<file path="src/rtl/uart_pkg.sv">
// uart_pkg: FSM states and frame timing defaults shared by the
// UART transmit arbiter and its round-robin picker.
package uart_pkg;

   typedef enum logic [1:0] {
      IDLE = 2'd0,
      SEND = 2'd1,
      GAP  = 2'd2
   } state_t;

   localparam int FRAME_TICKS_DEF = 11;
   localparam int GAP_TICKS_DEF   = 1;

endpackage

</file>
<file path="src/rtl/uart_tx_rr_pick.sv">
// uart_tx_rr_pick: combinational round-robin selection, searching
// from the index after the last grant and wrapping to 0.
module uart_tx_rr_pick
   import uart_pkg::*;
#(
   parameter  int NREQ = 4,
   localparam int IW   = $clog2(NREQ)
) (
   input  logic [NREQ-1:0] req,
   input  logic [IW-1:0]   last,
   output logic            valid,
   output logic [IW-1:0]   index
);

   logic [IW-1:0] cand;

   always_comb begin
      valid = 1'b0;
      index = '0;
      cand  = '0;
      for (int k = 1; k <= NREQ; k++) begin
         cand = IW'((int'(last) + k) % NREQ);
         if (!valid && req[cand]) begin
            valid = 1'b1;
            index = cand;
         end
      end
   end

endmodule

</file>
<file path="src/rtl/uart_tx_arbiter.sv">
// uart_tx_arbiter: shares one UART transmitter core among NREQ
// requesters, one frame per grant, paced by baud_wire edges.
module uart_tx_arbiter
   import uart_pkg::*;
#(
   parameter  int NREQ        = 4,
   parameter  int FRAME_TICKS = FRAME_TICKS_DEF,
   parameter  int GAP_TICKS   = GAP_TICKS_DEF,
   localparam int IW          = $clog2(NREQ)
) (
   input  logic              clk,
   input  logic              reset,
   input  logic [NREQ-1:0]   req,
   input  logic [NREQ*8-1:0] req_data,
   input  logic [NREQ-1:0]   req_p_sel,
   output logic [NREQ-1:0]   ack,
   output logic [IW-1:0]     owner,
   output logic              busy,
   input  logic              baud_wire,
   output logic              tx_start,
   output logic [7:0]        tx_data,
   output logic              tx_p_sel
);

   localparam int CW = $clog2(FRAME_TICKS + 1);
   localparam logic [CW-1:0] FRAME_END = CW'(FRAME_TICKS);
   localparam logic [CW-1:0] GAP_END   = CW'(GAP_TICKS);
   localparam logic [NREQ-1:0] ONE = {{(NREQ-1){1'b0}}, 1'b1};

   state_t        state, state_nxt;
   logic [CW-1:0] cnt, cnt_nxt, cnt_inc;
   logic          baud_q, tick, grant;
   logic          pick_valid;
   logic [IW-1:0] pick_idx;

   uart_tx_rr_pick #(.NREQ(NREQ)) u_pick (
      .req   (req),
      .last  (owner),
      .valid (pick_valid),
      .index (pick_idx)
   );

   // baud_q resets high so a high baud_wire at release is not an edge
   always_ff @(posedge clk or posedge reset) begin
      if (reset) baud_q <= 1'b1;
      else       baud_q <= baud_wire;
   end

   assign tick    = baud_wire & ~baud_q;
   assign cnt_inc = cnt + 1'b1;

   always_ff @(posedge clk or posedge reset) begin
      if (reset) begin
         state <= IDLE;
         cnt   <= '0;
      end else begin
         state <= state_nxt;
         cnt   <= cnt_nxt;
      end
   end

   always_comb begin
      state_nxt = state;
      cnt_nxt   = cnt;
      grant     = 1'b0;
      unique case (state)
         IDLE: begin
            if (pick_valid) begin
               grant     = 1'b1;
               state_nxt = SEND;
               cnt_nxt   = '0;
            end
         end
         SEND: begin
            if (tick) begin
               if (cnt_inc == FRAME_END) begin
                  state_nxt = (GAP_TICKS == 0) ? IDLE : GAP;
                  cnt_nxt   = '0;
               end else begin
                  cnt_nxt = cnt_inc;
               end
            end
         end
         GAP: begin
            if (tick) begin
               if (cnt_inc == GAP_END) begin
                  state_nxt = IDLE;
                  cnt_nxt   = '0;
               end else begin
                  cnt_nxt = cnt_inc;
               end
            end
         end
         default: begin
            state_nxt = IDLE;
            cnt_nxt   = '0;
         end
      endcase
   end

   always_comb begin
      busy = (state != IDLE);
   end

   always_ff @(posedge clk or posedge reset) begin
      if (reset) begin
         ack      <= '0;
         owner    <= IW'(NREQ - 1);
         tx_data  <= '0;
         tx_p_sel <= 1'b0;
         tx_start <= 1'b0;
      end else begin
         ack <= '0;
         if (grant) begin
            ack      <= ONE << pick_idx;
            owner    <= pick_idx;
            tx_data  <= req_data[{pick_idx, 3'b000} +: 8];
            tx_p_sel <= req_p_sel[pick_idx];
            tx_start <= 1'b1;
         end else if (state == SEND && tick) begin
            tx_start <= 1'b0;
         end
      end
   end

endmodule
</file>
<file path="config.mk">
export PLATFORM = sky130hd
export DESIGN_NAME = uart_tx_arbiter
export DESIGN_NICKNAME = d
export VERILOG_FILES = /design/src/rtl/uart_pkg.sv /design/src/rtl/uart_tx_rr_pick.sv /design/src/rtl/uart_tx_arbiter.sv
export SDC_FILE = /design/constraint.sdc
export NUM_CORES = 1
export LEC_CHECK = 0
export ABC_AREA = 1
export CAP_MARGIN = 20
export CORE_MARGIN = 1
export CORE_UTILIZATION = 35
export DETAILED_ROUTE_END_ITERATION = 10
export GPL_ROUTABILITY_DRIVEN = 0
export HOLD_SLACK_MARGIN = 0.02
export PLACE_DENSITY = 0.67
export SYNTH_ARGS = -nofsm -noshare
export SYNTH_HDL_FRONTEND = slang
export SYNTH_SLANG_ARGS = --single-unit
export TNS_END_PERCENT = 10
</file>
<file path="constraint.sdc">
create_clock -name clk -period 1.64 [get_ports clk]
set_input_delay 0.41 -clock clk [delete_from_list [all_inputs] [get_ports clk]]
set_output_delay 0.41 -clock clk [all_outputs]
set_load 0.03 [all_outputs]
</file>
==> reports/qor.yml, run 1 <==
outcome: "complete, but fails checks"
failed_checks: "negative setup slack"
fin_ws_ns: -0.3145
drive_above_1_share: 0.2123
nets: 375
path_clk_slew_ns: 0.08
initial_core_util: 0.3655
drt-wirelength-per-cell_um: 11.57
fin_hold_ws_ns: 0.4800
vias_per_cell: 4.607
met2_wirelength_um: 2275
route.met3.wl_um: 251
worstPathArrival_ns: 2.11
detailedPlacementHpwl_um: 3395
die_area_um2: 5251
synthToLayoutAreaGrowth_pct: 50.68
worst_setup_path_startpoint: "owner[1]"
hp-class: "input pin to asynchronous set/reset pin"
setup.reg_to_reg.worst_slack_ns: -0.31
cp-start-kind: "register"
max_freq_mhz: 511.6
tritoncts_clock_tree: "yes"
crit_path_end_kind: "register"
drt-met1-wl_um: 1943
report.final.setup_viol: 22
maxCapViolCount: 0
mappedNetlistArea_um2: 1738
synth_cell_types: 25
timing_max_transition_violations_final: 0
global_route_wire_length_before_repair_um: 7707
placeable_area_um2: 4755
io_pins: 60
fillCellCount: 471
synth-seq-cells: 23
die_h_um: 72.47
cts.hold.buffers_added: 0
overflow_left_after_global_routing: 0
grt_pass1_vias: 1759
avg_inst_size_synth_um2: 6.842
reg2reg_to: "tx_data[6]"
finalWorstPathRequiredPeriod_ns: 1.954
tritoncts_num_sinks: 23
clk_path_buf_depth: 2
overall_die_width_um: 72.47
worst_ep_required_time_ns: 1.79
top_layer_used: "met4"
criticalPathCategory: "register to register"
detail_route.first_pass.iterations: 4
postRouteWirelength_um: 4534
placementRows: 25
reg2reg_depth: 12
ctsHtreeMaxLevel: 1
worstSkewPairLatency_ns: 0.26
grt_start_max_net_pins: 24
finalHoldViolCount: 0
final_util: 0.5508
power_density_nw_per_um2: 2307
post_synth_inst_count: 254
timing.max_slew.rel_slack: 0.7394
min_period_over_period: 1.192
synth.net_count: 303
worst_ir_drop_vdd_v: 0.001292
num_antenna_cells: 0
power.leakage_nw: 1.359
remaining_drc_errors: 0
clk_root_buffer_cell: "sky130_fd_sc_hd__clkbuf_8"
actual_slew_at_the_worst_max_slew_pin_ns: 0.3869
skew_ns: 0.004638
grt.total_usage: 0.1832
yosysWarnings: 0
synth_sequential_area_ratio: 0.3333
regToRegStartpoint: "owner[1]"
antenna_violating_nets_post_route: 0
rsz0062_at_grt: "yes"
placement.io_buffers: 59
cts_inserted_buffers: 3
critical_path.max_fanout: 6
drtIter0Drc: 41
number_of_antenna_violations_at_the_first_check_in_global_routing: 0
vias: 1806
[stage by stage]
step           TNS [ns]  cell area [um2]  instances  worst slack [ns]  total power, mW
4_1_cts          -5.021             2576        392           -0.2974            5.939
6_report         -5.245             2619        392           -0.3145            6.041
3_3_place_gp     -11.47             2459        385           -0.6908            5.282
2_1_floorplan    -4.230             1738        254           -0.2763            4.073
5_1_grt          -8.360             2619        392           -0.4410            6.615
3_5_place_dp     -12.05             2459        385           -0.7057            5.323
[placed cells by master, fill, tap and decap left out, drive strengths merged]
cell type | synthesis | final
nor2 | 2 | 2
nand3 | 26 | 26
dfstp | 3 | 3
or2 | 1 | 1
nand4 | 2 | 2
a21oi | 2 | 2
o21ai | 16 | 16
xnor2 | 1 | 1
dlygate4sd2 | 0 | 14
nor3 | 2 | 2
dfrtp | 20 | 20
clkdlybuf4s50 | 0 | 41
clkinvlp | 0 | 2
o31ai | 1 | 1
buf | 11 | 21
nand2 | 141 | 141
inv | 19 | 18
dlymetal6s2s | 0 | 1
clkbuf | 0 | 4
xor2 | 1 | 1
ha | 6 | 6
[where the power goes]
| group | total, mW | internal, mW | leakage (nW) | switching (mW) |
|---|---|---|---|---|
| sequential | 0.927 | 0.801 | 0.289 | 0.126 |
| clock | 0.347 | 0.173 | 0.0228 | 0.174 |
| combinational | 4.77 | 1.87 | 1.05 | 2.90 |
[flip-flops by register name (all words and copies together) (netlist names)]
register and flops:
ack 4, baud_q 1, cnt 4, owner 2, state 2, tx_data 8
tx_p_sel 1, tx_start 1
[synth_stat cells]
master | instances | share of area
sky130_fd_sc_hd__buf_2 | 4 | 0.012
sky130_fd_sc_hd__nand4_1 | 2 | 0.0072
sky130_fd_sc_hd__buf_12 | 1 | 0.012
sky130_fd_sc_hd__or2_2 | 1 | 0.0036
sky130_fd_sc_hd__a21oi_4 | 1 | 0.0094
sky130_fd_sc_hd__xnor2_1 | 1 | 0.0050
sky130_fd_sc_hd__xor2_1 | 1 | 0.0050
sky130_fd_sc_hd__o21ai_2 | 1 | 0.0050
sky130_fd_sc_hd__o31ai_1 | 1 | 0.0043
sky130_fd_sc_hd__buf_4 | 2 | 0.0086
sky130_fd_sc_hd__nand2_1 | 130 | 0.28
sky130_fd_sc_hd__buf_8 | 1 | 0.0086
sky130_fd_sc_hd__nand3_1 | 15 | 0.043
sky130_fd_sc_hd__inv_2 | 2 | 0.0043
sky130_fd_sc_hd__dfrtp_1 | 20 | 0.29
sky130_fd_sc_hd__nor3_1 | 2 | 0.0058
sky130_fd_sc_hd__buf_6 | 3 | 0.019
sky130_fd_sc_hd__dfstp_2 | 3 | 0.045
sky130_fd_sc_hd__inv_1 | 17 | 0.037
sky130_fd_sc_hd__a21oi_1 | 1 | 0.0029
sky130_fd_sc_hd__nor2_1 | 2 | 0.0043
sky130_fd_sc_hd__nand2_2 | 11 | 0.040
sky130_fd_sc_hd__o21ai_0 | 15 | 0.043
sky130_fd_sc_hd__nand3_2 | 11 | 0.063
sky130_fd_sc_hd__ha_1 | 6 | 0.043
[critical path, cell delays in order, from the launching register on]
cell	delay (ns)
sky130_fd_sc_hd__dfstp_2	0.57
sky130_fd_sc_hd__inv_2	0.08
sky130_fd_sc_hd__nand2_2	0.07
sky130_fd_sc_hd__nand2_2	0.07
sky130_fd_sc_hd__nand2_2	0.09
sky130_fd_sc_hd__nand2_4	0.06
sky130_fd_sc_hd__a21oi_4	0.16
sky130_fd_sc_hd__nand3_4	0.15
sky130_fd_sc_hd__buf_4	0.17
sky130_fd_sc_hd__nand2_4	0.09
sky130_fd_sc_hd__clkinvlp_4	0.17
sky130_fd_sc_hd__nand2_1	0.11
sky130_fd_sc_hd__nand2_1	0.05
[layer usage]
metal / up-vias / track usage
met3: 6 / 0.03472
met2: 53 / 0.3313
met1: 811 / 0.2247
met4: 0 / 0.04139
li1: 936 / -
met5: - / 0
[cell families after synthesis]
logic type / count (synthesis) / share of synthesized area
AOI/OAI and AO/OA: 19 / 0.06480
xor gates and xnor gates: 2 / 0.01008
adders and majority gates: 6 / 0.04320
buffers and inverters: 30 / 0.1008
DFF: 23 / 0.3333
and+or+nand+nor: 174 / 0.4478
[cell type report]
type	instances	area, um2	area share
tap	67	83.83	0.03201
clock buffer	4	45.04	0.01720
inverter	19	77.57	0.02962
sequential	23	579.3	0.2212
multi-input combinational	201	1057	0.4037
timing repair buffer	77	768.2	0.2934
timing repair inverter	1	7.507	0.002867
[worst max path at each step]
stage / slack (ns) / to / depth (start not counted)
2_1_floorplan: -0.28 / tx_data[6] / 15
3_3_place_gp: -0.69 / tx_data[1] / 14
3_5_place_dp: -0.71 / tx_data[5] / 14
4_1_cts: -0.30 / tx_data[1] / 17
5_1_grt: -0.44 / tx_data[6] / 12
6_report: -0.31 / tx_data[6] / 12
[timing repair]
item | in CTS | in global routing
cloned | 1 | 0
buffers inserted | 2 | 0
gates resized for setup | 33 | 14
endpoints found under the setup margin | 37 | 24
pin swaps | 6 | 5
(Power assumes the default switching activity.)
==> run 2: changes to the inputs <==
--- a/config.mk
+++ b/config.mk
@@ -6,12 +6,12 @@
 export NUM_CORES = 1
 export LEC_CHECK = 0
 export ABC_AREA = 1
-export CAP_MARGIN = 20
+export CAP_MARGIN = 10
 export CORE_MARGIN = 1
 export CORE_UTILIZATION = 35
 export DETAILED_ROUTE_END_ITERATION = 10
 export GPL_ROUTABILITY_DRIVEN = 0
-export HOLD_SLACK_MARGIN = 0.02
+export HOLD_SLACK_MARGIN = 0.15
 export PLACE_DENSITY = 0.67
 export SYNTH_ARGS = -nofsm -noshare
 export SYNTH_HDL_FRONTEND = slang
==> results of run 2 <==
No change in the layout: final DEF, timing and power equal those of run 1.
==> variant 1, RTL diff (config.mk and constraints of run 2) <==
Re-encode `state_t` (3 states) as one-hot, 3 bits wide.
--- a/src/rtl/uart_pkg.sv
+++ b/src/rtl/uart_pkg.sv
@@ -2,10 +2,10 @@
 // UART transmit arbiter and its round-robin picker.
 package uart_pkg;
 
-   typedef enum logic [1:0] {
-      IDLE = 2'd0,
-      SEND = 2'd1,
-      GAP  = 2'd2
+   typedef enum logic [2:0] {
+      IDLE = 3'b001,
+      SEND = 3'b010,
+      GAP  = 3'b100
    } state_t;
 
    localparam int FRAME_TICKS_DEF = 11;
Behaviour: same outputs for any inputs over 10 cycles, from zero or initial values and one cycle with reset high; not proved beyond that.
==> variant 1 against run 2 <==
  * The flow still finishes with violations (setup timing)
  * Total power grew 9.2%
  * Clock power grew 21%
  * Cell count shrank 0.77%
  * Synthesized area shrank 3.7%
  * Setup slack lost 0.068 ns
  * Combinational power grew 8.8%
  * Count of clock-buffer cells in the layout is the same
  * Final area grew 4.7%
  * Sequential cell count grew 1
  * Wire length grew 6.4%
  * Core utilization grew 6.2 points
  * Highest routed layer unchanged
==> variant 1: results (changes against run 2) <==
- Skew final: 0.00736 ns (+0.00272 ns)
- Via density per instance: 4.79 (+3.9%)
- Post-CTS Setup Repair Bufs: 1 (-1)
- Buffers, non-clock: 91 (+18%)
- Global-route wire length before repair: 7800 µm (+1.2%)
- Final core occ: 61.3% (+6.2 points)
- DIE AREA: 0.00506 mm² (-3.6%)
- Slew at the pin closest to its max-slew limit: 0.338 ns (-0.0489 ns)
- Met3 routed WL: 234 µm (-6.8%)
- Failing checks: setup timing
- WL final: 4820 µm (+6.4%)
- CP endpoint: tx_data[7]$_DFFE_PP0P_
- Buffering overhead: 31.9% (+2.5 points)
- Peak supply drop: 0.00121 V (-6.0%)
- Drt wl/cell: 12.4 µm (+7.2%)
- HPWL after DPL: 3200 µm (-5.6%)
- Multi-input gate area: 0.00106 mm² (+0.71%)
- Final net count: 384 (+2.4%)
- Largest net degree at the start of global routing: 25 (+4.2%)
- Share of cells above drive strength 1: 28.5% (+7.3 points)
- Outcome: complete, but fails checks
- Setup TNS: -6.16 ns (-0.911 ns)
- Synth unique cells: 26 (+4.0%)
- CP Max Fanout: 7 (+1)
- Net Count, Synth: 294 (-3.0%)
- Placed Area: 0.00246 mm² (+0.15%)
- Drt first pass iters: 6 (+2)
- WP data arrival: 2.19 ns (+0.08 ns)
- Synthesized area per cell: 6.75 µm² (-1.4%)
- R2R cell count: 14 (+2)
- Vias in the first global route: 1790 (+1.8%)
- Crit Path Class: reg2reg
- R2r startpoint: owner[0]$_DFFE_PP1P_
- Sequential cell count: 24 (+4.3%)
- Placed instance count: 375 (-2.6%)
- Setup violators final: 24 (+9.1%)
- Post-synthesis sequential area ratio: 36.2% (+2.9 points)
- Lkg Pwr: 1.43 nW (+5.2%)
- Multi-input comb cells: 199 (-1.0%)
- Initial drt markers: 83 (+100%)
- Met1 Wirelength: 2030 µm (+4.4%)
- Total GRT Usage: 19.2% (+0.90 points)
- ClkCell Share: 2.01% (+0.29 points)
- Worst Hold Slack: 0.469 ns (-0.0111 ns)
- Post-place setup slack: -0.627 ns (+0.0786 ns)
- Clock transition at path regs: 0.10 ns (+0.02 ns)
- CTS resizes: 31 (-6.1%)
- Seq area share: 22.1% (-0.031 points)
- Commonest cells post-synth: nand2_1 (115), nand3_1 (28), nand2_2 (21)
- Final worst slack: -0.382 ns (-0.0679 ns)
- Wire length on met2: 2520 µm (+11%)
[variant 1: metal layers]
| metal | vias up | global-route usage [%] |
|---|---|---|
| li1 | 953 | - |
| met1 | 854 | 24.0 |
| met2 | 51 | 34.1 |
| met3 | 4 | 3.13 |
| met4 | 0 | 5.78 |
| met5 | - | 0 |
[variant 1: tightest hold or removal path, stage by stage]
cell             delay, ns
clkdlybuf4s50_1       0.39
inv_1                 0.05
buf_4                 0.30
[variant 1: power by group through the flow]
stage,sequential [mW],clock [mW],combinational [mW]
floorplan,1.34,0,2.66
global placement,1.01,0,4.25
detailed placement,1.01,0,4.32
CTS,0.993,0.422,4.50
global route,1.02,0.446,5.71
finish,0.989,0.420,5.19
[variant 1: logic make-up after synthesis]
family          count (synthesis)  synth area share [%]
simple gates                  181                  48.6
buf+inv                        26                  8.15
flops                          24                  36.2
compound gates                 12                  3.74
fa+ha+maj                       3                  2.24
xor+xnor                        2                  1.05
==> variant 2, RTL diff (flow settings as in run 2) <==
Made on the original files. Change the package constant `FRAME_TICKS_DEF` from 11 to 12.
--- a/src/rtl/uart_pkg.sv
+++ b/src/rtl/uart_pkg.sv
@@ -8,7 +8,7 @@
       GAP  = 2'd2
    } state_t;
 
-   localparam int FRAME_TICKS_DEF = 11;
+   localparam int FRAME_TICKS_DEF = 12;
    localparam int GAP_TICKS_DEF   = 1;
 
 endpackage
Check against the original RTL: no difference found for any inputs over 10 cycles, from zero or initial values and one cycle with reset high; that may be too few to reach the edited logic, so the function may still have changed.
==> variant 2 against run 2 <==
  * The flow still finishes with violations (setup timing)
  * Sequential cell count did not move
  * Global-route usage fell by 0.96 points
  * Setup slack got worse by 0.052 ns
  * Combinational power rose by 1%
  * Non-clock buffer count rose by 7
  * Final area rose by 0.67%
  * Maximum frequency fell by 2.6%
  * Wire length fell by 3.2%
  * Synthesized area rose by 0.58%
  * Total power rose by 1.3%
  * Critical endpoint is now tx_data[2]$_DFFE_PP0P_
  * Highest routed layer unchanged
==> variant 2: results (changes against run 2) <==
- CP Max Fanout: 12 (+6)
- Initial drt markers: 45 (+9.8%)
- Post-CTS Setup Repair Bufs: 1 (-1)
- Met2 global-route usage: 31.5% (-1.7 points)
- Final worst slack: -0.367 ns (-0.0521 ns)
- Area leader, netlist: nand2_1
- Skew final: 0.00825 ns (+0.00361 ns)
- R2R cell count: 10 (-2)
- Setup violators final: 23 (+4.5%)
- Failing checks: setup timing
- Worst stage delay on the critical path: 0.60 ns (+0.03 ns)
- Synth unique cells: 25 (unchanged)
- Placed instance count: 394 (+2.3%)
- Relative slew slack: 76.0% (+2.1 points)
- Setup TNS: -6.50 ns (-1.25 ns)
- Vias in the first global route: 1703 (-3.2%)
- Worst Hold Slack: 0.475 ns (-0.00526 ns)
- HPWL after DPL: 3360 µm (-0.89%)
- Lkg Pwr: 1.40 nW (+2.7%)
- Met1 Wirelength: 1950 µm (+0.31%)
- Placed Area: 0.00251 mm² (+2.0%)
- Peak supply drop: 0.00111 V (-14%)
- Grt met1 use: 21.4% (-1.1 points)
- Synthesized area per cell: 6.80 µm² (-0.60%)
- CTS resizes: 28 (-15%)
- WP data arrival: 2.16 ns (+0.05 ns)
- Outcome: complete, but fails checks
- Final net count: 384 (+2.4%)
- Largest net degree at the start of global routing: 24 (unchanged)
- Total GRT Usage: 17.4% (-0.96 points)
- Net Count, Synth: 306 (+0.99%)
- Post-synthesis sequential area ratio: 33.1% (-0.19 points)
- WL final: 4390 µm (-3.2%)
- Wire length on met2: 2160 µm (-5.1%)
- Via density per instance: 4.55 (-1.3%)
- HP Class: reg2reg
- Commonest cells post-synth: nand2_1 (135), dfrtp_1 (20), inv_1 (18)
- Final core occ: 55.4% (+0.37 points)
- Global-route wire length before repair: 7290 µm (-5.5%)
- Met3 Use GR: 3.87% (+0.40 points)
[variant 2: final cells by class]
| class | count | share of cell area [%] |
|---|---|---|
| clock buffer | 3 | 1.57 |
| clock inverter | 1 | 0.190 |
| inverter | 20 | 2.85 |
| multi-input combinational | 203 | 39.5 |
| sequential | 23 | 22.0 |
| tap | 67 | 3.18 |
| timing repair buffer | 84 | 30.7 |
[variant 2: cells by family (layout without fill, tap and decap cells)]
group	count (synthesis)	count (layout)	share of synthesized area, %
AND/OR/NAND/NOR	180	180	45.8
flip-flops	23	23	33.1
buffers and inverters	31	108	10.5
XOR/XNOR	1	1	0.501
AO/OA/AOI/OAI	16	16	5.73
adder cells (fa/ha/maj)	6	6	4.29
[variant 2: worst reg2reg max path, cell delays in order, from the launching register on]
cell     delay (ns)
dfstp_2        0.60
inv_2          0.09
nand2_1        0.11
nand2_1        0.09
o21ai_1        0.26
nand3_4        0.16
buf_4          0.17
nand2_2        0.05
inv_1          0.16
nand2_1        0.13
nand2_1        0.06
[variant 2: worst paths after layout]
| path | startpoint | to |
|---|---|---|
| hold / removal | tx_data[3]$_DFFE_PP0P_ | tx_data[3]$_DFFE_PP0P_ |
| hold reg to reg | tx_data[3]$_DFFE_PP0P_ | tx_data[3]$_DFFE_PP0P_ |
| min in group asynchronous | reset | cnt[1]$_DFFE_PP0P_ |
| setup reg to reg | owner[0]$_DFFE_PP1P_ | tx_data[2]$_DFFE_PP0P_ |
| setup / recovery | owner[0]$_DFFE_PP1P_ | tx_data[2]$_DFFE_PP0P_ |
| max in group asynchronous | reset | baud_q$_DFF_PP1_ |
[variant 2: power by group]
| group | internal [mW] | total, mW | switching [mW] |
|---|---|---|---|
| logic | 1.99 | 4.83 | 2.84 |
| registers | 0.804 | 0.936 | 0.132 |
| clock network | 0.169 | 0.350 | 0.181 |
